[config.mk]
export PLATFORM = sky130hd
export DESIGN_NAME = instr_encoder
export DESIGN_NICKNAME = d
export VERILOG_FILES = /design/src/rtl/instr_encoder.sv
export SDC_FILE = /design/constraint.sdc
export NUM_CORES = 1
export LEC_CHECK = 0
export BUFFER_PORTS_ARGS = -buffer_cell sky130_fd_sc_hd__buf_2
export CAP_MARGIN = 20
export CORE_ASPECT_RATIO = 1.25
export CORE_MARGIN = 2
export CORE_UTILIZATION = 50
export DETAILED_ROUTE_END_ITERATION = 12
export MAX_ROUTING_LAYER = met4
export PLACE_DENSITY = 0.73
export SLEW_MARGIN = 25
export SYNTH_ARGS = -nofsm -noshare
export SYNTH_HDL_FRONTEND = slang
export SYNTH_HIERARCHICAL = 1
export SYNTH_SLANG_ARGS = --single-unit
[constraint.sdc]
create_clock -name clk -period 4.6 [get_ports clk]
set_input_delay 0.92 -clock clk [delete_from_list [all_inputs] [get_ports clk]]
set_output_delay 0.92 -clock clk [all_outputs]
set_load 0.02 [all_outputs]
[src/rtl/instr_encoder.sv]
// RV32I field packer in front of a DEPTH-entry FIFO; an accepted word reaches the head one edge later.
// req_ready falls only on a full FIFO; illegal requests are consumed and counted, never queued.

module instr_encoder #(
  parameter int DEPTH  = 4,
  parameter int ADDR_W = 10
) (
  input  logic              clk,
  input  logic              rst_n,
  input  logic              req_valid,
  output logic              req_ready,
  input  logic [1:0]        op_class,
  input  logic [3:0]        alu_ctrl,
  input  logic [2:0]        funct3,
  input  logic [4:0]        rs1,
  input  logic [4:0]        rs2,
  input  logic [4:0]        rd,
  input  logic [31:0]       imm,
  input  logic              addr_clr,
  output logic              instr_valid,
  input  logic              instr_ready,
  output logic [31:0]       instr,
  output logic [ADDR_W-1:0] instr_addr,
  output logic              err,
  output logic [7:0]        err_count
);
  localparam logic [6:0] OP_R     = 7'b0110011;
  localparam logic [6:0] OP_IMM   = 7'b0010011;
  localparam logic [6:0] OP_LOAD  = 7'b0000011;
  localparam logic [6:0] OP_STORE = 7'b0100011;
  localparam logic [6:0] F7_ALT   = 7'b0100000;

  logic [31:0]        word;
  logic               legal;
  logic [2:0]         alu_f3;
  logic               is_shift;
  logic               is_sra;
  logic               imm_fit12;
  logic               accept;
  logic               push;
  logic               full;
  logic               empty;
  logic [ADDR_W-1:0]  addr_cnt;
  logic [ADDR_W+31:0] head;

  always_comb begin
    case (alu_ctrl)
      4'd2:       alu_f3 = 3'b100;
      4'd3:       alu_f3 = 3'b110;
      4'd4:       alu_f3 = 3'b111;
      4'd5:       alu_f3 = 3'b001;
      4'd6, 4'd7: alu_f3 = 3'b101;
      4'd8:       alu_f3 = 3'b010;
      4'd9:       alu_f3 = 3'b011;
      default:    alu_f3 = 3'b000;
    endcase
  end

  assign is_shift  = alu_ctrl inside {4'd5, 4'd6, 4'd7};
  assign is_sra    = (alu_ctrl == 4'd7);
  // 12-bit signed immediate fits when the upper 21 bits are a pure sign extension
  assign imm_fit12 = (&imm[31:11]) || !(|imm[31:11]);

  always_comb begin
    word  = '0;
    legal = 1'b0;
    case (op_class)
      2'd0: begin
        word  = {((alu_ctrl == 4'd1) || is_sra) ? F7_ALT : 7'b0, rs2, rs1, alu_f3, rd, OP_R};
        legal = (alu_ctrl <= 4'd9);
      end
      2'd1: begin
        if (is_shift) begin
          word  = {is_sra ? F7_ALT : 7'b0, imm[4:0], rs1, alu_f3, rd, OP_IMM};
          legal = (imm[31:5] == '0);
        end else begin
          word  = {imm[11:0], rs1, alu_f3, rd, OP_IMM};
          legal = imm_fit12 && (alu_ctrl <= 4'd9) && (alu_ctrl != 4'd1);
        end
      end
      2'd2: begin
        word  = {imm[11:0], rs1, funct3, rd, OP_LOAD};
        legal = funct3 inside {3'b000, 3'b001, 3'b010, 3'b100, 3'b101};
      end
      default: begin
        word  = {imm[11:5], rs2, rs1, funct3, imm[4:0], OP_STORE};
        legal = imm_fit12 && (funct3 <= 3'b010);
      end
    endcase
  end

  assign accept = req_valid && req_ready;
  assign push   = accept && legal;

  always_ff @(posedge clk or negedge rst_n) begin
    if (!rst_n) begin
      addr_cnt  <= '0;
      err       <= 1'b0;
      err_count <= '0;
    end else begin
      // clear wins over the increment; the pushed word already captured the old address
      if (addr_clr)
        addr_cnt <= '0;
      else if (push)
        addr_cnt <= addr_cnt + 1'b1;
      err <= accept && !legal;
      if (accept && !legal && (err_count != 8'hFF))
        err_count <= err_count + 1'b1;
    end
  end

  fifo #(
    .WIDTH (ADDR_W + 32),
    .DEPTH (DEPTH)
  ) u_fifo (
    .clk      (clk),
    .rst_n    (rst_n),
    .push     (push),
    .push_dat ({addr_cnt, word}),
    .pop      (instr_valid && instr_ready),
    .head_dat (head),
    .full     (full),
    .empty    (empty)
  );

  assign req_ready   = !full;
  assign instr_valid = !empty;
  assign instr       = instr_valid ? head[31:0] : '0;
  assign instr_addr  = instr_valid ? head[ADDR_W+31:32] : '0;
endmodule

// Generic circular-buffer FIFO; head visible the edge after a push into empty.
// push ignored when full, pop ignored when empty.
module fifo #(
  parameter int WIDTH = 8,
  parameter int DEPTH = 4
) (
  input  logic             clk,
  input  logic             rst_n,
  input  logic             push,
  input  logic [WIDTH-1:0] push_dat,
  input  logic             pop,
  output logic [WIDTH-1:0] head_dat,
  output logic             full,
  output logic             empty
);
  localparam int PW = $clog2(DEPTH);

  logic [WIDTH-1:0] mem [DEPTH];
  logic [PW-1:0]    wr_ptr;
  logic [PW-1:0]    rd_ptr;
  logic [PW:0]      count;
  logic             push_ok;
  logic             pop_ok;

  assign full     = (count == (PW+1)'(DEPTH));
  assign empty    = (count == '0);
  assign push_ok  = push && !full;
  assign pop_ok   = pop && !empty;
  assign head_dat = mem[rd_ptr];

  always_ff @(posedge clk or negedge rst_n) begin
    if (!rst_n) begin
      wr_ptr <= '0;
      rd_ptr <= '0;
      count  <= '0;
    end else begin
      if (push_ok)
        wr_ptr <= wr_ptr + 1'b1;
      if (pop_ok)
        rd_ptr <= rd_ptr + 1'b1;
      if (push_ok && !pop_ok)
        count <= count + 1'b1;
      else if (pop_ok && !push_ok)
        count <= count - 1'b1;
    end
  end

  always_ff @(posedge clk) begin
    if (push_ok)
      mem[wr_ptr] <= push_dat;
  end
endmodule

==> reports/results.ini, run 1 <==
[run_status]
status=completed

[yosys]
ys_ff_latch=194
synth_edf_count=168
synth.most_common_cell=edfxtp_1
async_reset_ff_frac=0.1340
synth_cell_type_count=50
ys_warn_count=6
avgSynthCellArea_um2=17.02
synth-seq-area-share=0.6800
synth-main-ff-cell=edfxtp_1
synth_top_cells_by_area=edfxtp_1 60%, mux4_2 10%, dfrtp_1 7.8%
synthCells=492
synth_top_area_cell=edfxtp_1
synth_common_cells=168 x edfxtp_1, 50 x nor2b_1, 38 x mux4_2, 26 x dfrtp_1
netlist_area_um2=8376
netlist.area_leader.share=0.6023

[detailed_routing]
wl_met3_um=1018
viasPerCell=5.593
dr_total_vias=4793
met1_length_um=6762
drt.antenna.violating_nets=0
drc_errors=0
routed.top_layer=met4
routed_wl_um=17000
dr.pass1.iters=5
post_drt_wl_per_cell_um=19.83
dr_wl_met2_um=9052
drt_iter0_drc=410

[timing]
holdWs_ps=492.5
skew_ps=6.823
fin_crit_ps=3736
tns_ps=0
drv_slew=0
hold_viol=0
rsz0062_at_grt=no
setup_violations=0
fmax_mhz=267.6
tightestPinTransition_ps=799.8
relSlewSlack=0.4668
fin_crit_sh=0.8123
worst_slack_ps=863.6

[min_path]
worstHoldPathCells=1
hp-class=flip-flop to flip-flop

[final_layout]
final_area_um2=9766
stdcell_count=857
num_antenna_cells=0
fillers=1257
syn_to_final_growth_pct=16.60
layout-drive-gt1-share=0.3167
nets=701
utilization=0.5980

[floorplanning]
io_pins=114
fp.coreArea_um2=16330
row_count=52
die_w_um=119.8
die_h_um=148.7
initial_core_util=0.5129
die_area_um2=17810

[global_routing]
antenna_found_initial=0
grt_pass1_vias=4999
grt_pass1_wl_um=26920
grt_util_all_layers=0.2096
gr-total-overflow=0
grt_max_degree=44

[clock_tree]
clockBufferDepth=2
cts_inserted_buffers=17
post_cts_buffers=0
path_clk_slew_ps=70
cts_sinks=194
cts_hold_buf=0
clk_latency_ps=430
cts-root-buf=clkbuf_16
cts_tree=yes
h-tree-depth=4
cts_resized=0

[power]
power_leakage_nw=3.657
powerDensity_nw_per_um2=521.2
ir_drop_v=0.0002794
p_total_mw=5.090

[worst_setup_path]
slowest_stage=nor2b_1
cp.depth=14
max_stage_delay_ps=410
endpoint_kind=flip-flop
cp-start-kind=input port
path_max_fanout=18
critPathTopFamily=adder cells
required_ps=4950
crit_chain=buf_2 > ha_1 > nor2b_1 > o311ai_1 > a2111oi_4 > o221ai_2 > inv_1 > nor2b_1 > ha_1 > inv_1 > fa_1 > xor2_1 > nor2_1 > xor2_1
reg2regPathDepth=11
crit_arrival_ps=4080
critical_path_class=input port to flip-flop
cp.buffers_inverters=3

[place]
dp_cells=825
io_buffers=113
dp_slack_ps=437.7
dpl.hpwl_um=11450
dpl_cell_area_um2=9225
gp_congestion=0.9106

[job]
max_cap_viol_count=0

-- cell type report --
cell class	instances	area (um^2)	share of cell area
clock buffers	18	429.2	0.04395
clock inverters	14	108.9	0.01115
inverters	15	56.30	0.005766
multi-input cells	279	2525	0.2586
flip-flops and latches	194	5700	0.5837
well taps	216	270.3	0.02767
repair buffers	121	675.6	0.06919
-- logic make-up (layout without fill, tap and decap cells) --
family | Yosys count | count (layout) | share of synthesized area
AO/OA/AOI/OAI | 56 | 56 | 0.04691
XOR/XNOR | 12 | 12 | 0.01255
adder cells (fa/ha/maj) | 12 | 12 | 0.01882
buffers and inverters | 37 | 168 | 0.02719
flip-flops | 194 | 194 | 0.6800
multiplexers | 46 | 46 | 0.1204
other | 2 | 20 | 0.0008967
AND/OR/NAND/NOR | 133 | 133 | 0.09322
-- power breakdown --
part | switching, mW | internal, mW
clock network | 0.638 | 0.697
registers | 0.203 | 2.01
logic | 0.818 | 0.725
total | 1.66 | 3.43
-- worst paths after layout --
check / from / to / slack [ps]
setup / recovery: op_class[0] / u_fifo/count[2]$_DFFE_PN0P_ / 860
hold / removal: u_fifo/count[2]$_DFFE_PN0P_ / u_fifo/count[2]$_DFFE_PN0P_ / 490
setup reg to reg: u_fifo/count[2]$_DFFE_PN0P_ / u_fifo/count[2]$_DFFE_PN0P_ / 1450
hold reg to reg: u_fifo/count[2]$_DFFE_PN0P_ / u_fifo/count[2]$_DFFE_PN0P_ / 490
max in group asynchronous: rst_n / u_fifo/rd_ptr[1]$_DFFE_PN0P_ / 3640
min in group asynchronous: rst_n / addr_cnt[3]$_DFFE_PN0P_ / 500
-- registers in the layout, summed over array words and instances (netlist names) --
name	cells
u_fifo/rd_ptr	2
u_fifo/mem	168
err	1
u_fifo/count	3
addr_cnt	10
u_fifo/wr_ptr	2
err_count	8
-- cell usage in the layout (no fill, tap or decap), types with 5 or more instances in the layout --
cell type  netlist  final
nand4_1         11     11
nor2b_1         50     50
buf_2            7    113
and3_1           6      6
clkbuf_16        0     17
a31oi_1          5      5
o21ai_0         15     15
inv_1           15     15
ha_1            11     11
a21oi_1         11     11
nand3_1          8      8
a22o_1          10     10
and2_1          12      8
or3_1            6      6
mux4_2          38     38
nor4_1           5      5
dfrtp_1         26     24
xnor2_1          9      9
nand2_1         10     10
conb_1           2     20
nor2_1          13     13
edfxtp_1       168    168
-- per-layer routing --
| layer | up-vias | track usage |
|---|---|---|
| met5 | - | - |
| met4 | 0 | 0.06529 |
| met3 | 10 | 0.04448 |
| met2 | 180 | 0.3554 |
| met1 | 2421 | 0.2538 |
| li1 | 2182 | - |
(Power assumes the default switching activity.)
==> inputs of run 2 (changes only) <==
- clock period: 4.6 -> 3.71 ns (I/O delays scaled with it)
==> run 2 against run 1 <==
Final area rose by 1.6%. Final cell count rose by 1.4%. Sequential cell count did not move.
==> reports/results.ini, run 2 (synthesis results as in run 1) <==
[power]
power_leakage_nw=3.756  ; +2.7%
p_int_mw=4.455  ; +30%
ir_drop_v=0.0003620  ; +30%
comb_power_share=0.317  ; +0.014
power.switching_mw=2.062  ; +24%
sequentialPowerShare=0.403  ; -0.032
pwr-share-clk=0.280  ; +0.018
powerDensity_nw_per_um2=657.0  ; +26%
swShare=0.3164  ; -0.009513

[detailed_routing]
drc_errors=0  ; unchanged
drt.antenna.violating_nets=0  ; unchanged
post_drt_wl_per_cell_um=19.89  ; +0.27%
viasPerCell=5.647  ; +0.96%
dr.pass1.iters=5  ; unchanged
drt_iter0_drc=500  ; +22%
dr_total_vias=4907  ; +2.4%
routed_wl_um=17280  ; +1.7%

[timing]
drv_slew=0  ; unchanged
fmax_mhz=314.5
tns_ps=0  ; unchanged
relSlewSlack=0.4716  ; +0.004785
skew_ps=8.179  ; +1.356 ps
tightestPinTransition_ps=792.6  ; -7.177 ps
fin_crit_sh=0.8569
holdWs_ps=328.4  ; -164.1 ps
fin_crit_ps=3179
rsz0062_at_grt=no
worst_slack_ps=530.7  ; -332.9 ps
setup_violations=0  ; unchanged
hold_viol=0  ; unchanged

[min_path]
hp-class=input port to async pin

[worst_setup_path]
endpoint_kind=output pin
crit_path_end=instr[2]
reg2regPathDepth=12  ; +1
path_max_fanout=19  ; +1
r2r-end=u_fifo/count[2]$_DFFE_PN0P_
cp-startpoint=u_fifo/rd_ptr[0]$_DFFE_PN0P_
critical_path_class=flip-flop to output pin
crit_arrival_ps=2440  ; -1640 ps
rrSetupSlack_ps=1240  ; -210 ps
r2r_start=u_fifo/count[2]$_DFFE_PN0P_
required_ps=2970  ; -1980 ps
cp-start-kind=flip-flop

[floorplanning]
die_h_um=148.7  ; unchanged
initial_core_util=0.5129  ; unchanged
die_area_um2=17810  ; unchanged
die_w_um=119.8  ; unchanged
row_count=52  ; unchanged
fp.coreArea_um2=16330  ; unchanged
io_pins=114  ; unchanged

[final_layout]
fillers=1186  ; -5.6%
layout-drive-gt1-share=0.3262  ; +0.009461
seqCellArea_um2=5698  ; about the same
reg_top3=u_fifo/mem (168), addr_cnt (10), err_count (8)
final_common_cell=edfxtp_1
largest_register=u_fifo/mem
final_cell_mix=168 x edfxtp_1, 113 x buf_2, 50 x nor2b_1
largest_register_ffs=168  ; unchanged
multi_input_area_um2=2525  ; unchanged
nets=710  ; +1.3%
syn_to_final_growth_pct=18.43

[place]
gp_congestion=0.8697  ; -4.5%
dp_slack_ps=190.6  ; -247.1 ps
io_buffers=113  ; unchanged
dpl.hpwl_um=11360  ; -0.76%

[global_routing]
grt_pass1_wl_um=27100  ; +0.67%
grt_util_all_layers=0.2123  ; +0.002679
grt_max_degree=44  ; unchanged
grt_pass1_vias=5098  ; +2.0%
antenna_found_initial=1  ; +1
gr-total-overflow=0  ; unchanged

[clock_tree]
clockBufferDepth=2  ; unchanged
cts-root-buf=clkbuf_16
h-tree-depth=4  ; unchanged
path_clk_slew_ps=70  ; about the same
cts_inserted_buffers=17  ; unchanged
cts_tree=yes
cts_resized=0  ; unchanged
post_cts_buffers=0  ; unchanged
cts_hold_buf=0  ; unchanged
clk_latency_ps=430  ; about the same
cts_sinks=194  ; unchanged

[job]
max_cap_viol_count=0  ; unchanged

[run_status]
status=completed

==> run 2: cell count changes in the layout (fill, tap and decap cells not counted), moves of 2 or more <==
cell / before / now
clkinvlp_4: 4 / 0
clkinv_1: 2 / 0
clkbuf_1: 1 / 3
clkbuf_16: 17 / 21
buf_4: 4 / 12
clkinv_4: 4 / 2
diode_2: 0 / 3
==> run 2: cell type report <==
class	count	area share
flip-flops and latches	194	0.5744
multi-input cells	279	0.2545
repair buffers	130	0.07619
clock buffers	25	0.05550
well taps	216	0.02725
clock inverters	7	0.005676
inverters	15	0.005676
diodes	3	0.0007568
==> run 2: worst max-delay path, cell delays in order (launching register included) <==
cell and delay [ps]:
dfrtp_2 770, buf_4 330, mux4_2 530, nor2b_1 170, buf_2 200
==> run 2: power groups by stage <==
stage	Sequential, mW	Clock, mW	Combinational, mW
5_1_grt	2.66	1.94	2.23
3_5_place_dp	2.68	0	2.09
3_3_place_gp	2.67	0	2.07
6_report	2.63	1.82	2.06
4_1_cts	2.64	1.85	2.10
2_1_floorplan	2.65	0	1.57
==> run 2: routing by layer <==
metal	vias up	global-route usage	share of wire
li1	2211	-	-
met1	2461	0.2484	0.39
met2	207	0.3486	0.52
met3	28	0.06557	0.066
met4	0	0.07706	0.020
met5	-	-	0
==> run 2: through the flow <==
step           power [mW]  instances  instance area, um^2  utilization
2_1_floorplan       4.212        510                 8448            -
3_3_place_gp        4.740        834                 9305       0.5698
3_5_place_dp        4.770        834                 9305       0.5698
4_1_cts             6.590        866                 9912       0.6070
5_1_grt             6.820        867                 9915       0.6071
6_report            6.517        869                 9920       0.6074
==> run 2: how the worst min path moves through the flow <==
stage,start,endpoint,depth (start not counted)
detailed placement,u_fifo/count[2]$_DFFE_PN0P_,u_fifo/count[2]$_DFFE_PN0P_,1
global placement,u_fifo/count[2]$_DFFE_PN0P_,u_fifo/count[2]$_DFFE_PN0P_,1
floorplan,rst_n,addr_cnt[0]$_DFFE_PN0P_,0
finish,rst_n,u_fifo/rd_ptr[0]$_DFFE_PN0P_,1
global route,rst_n,err_count[4]$_DFFE_PN0P_,1
CTS,rst_n,err_count[4]$_DFFE_PN0P_,1
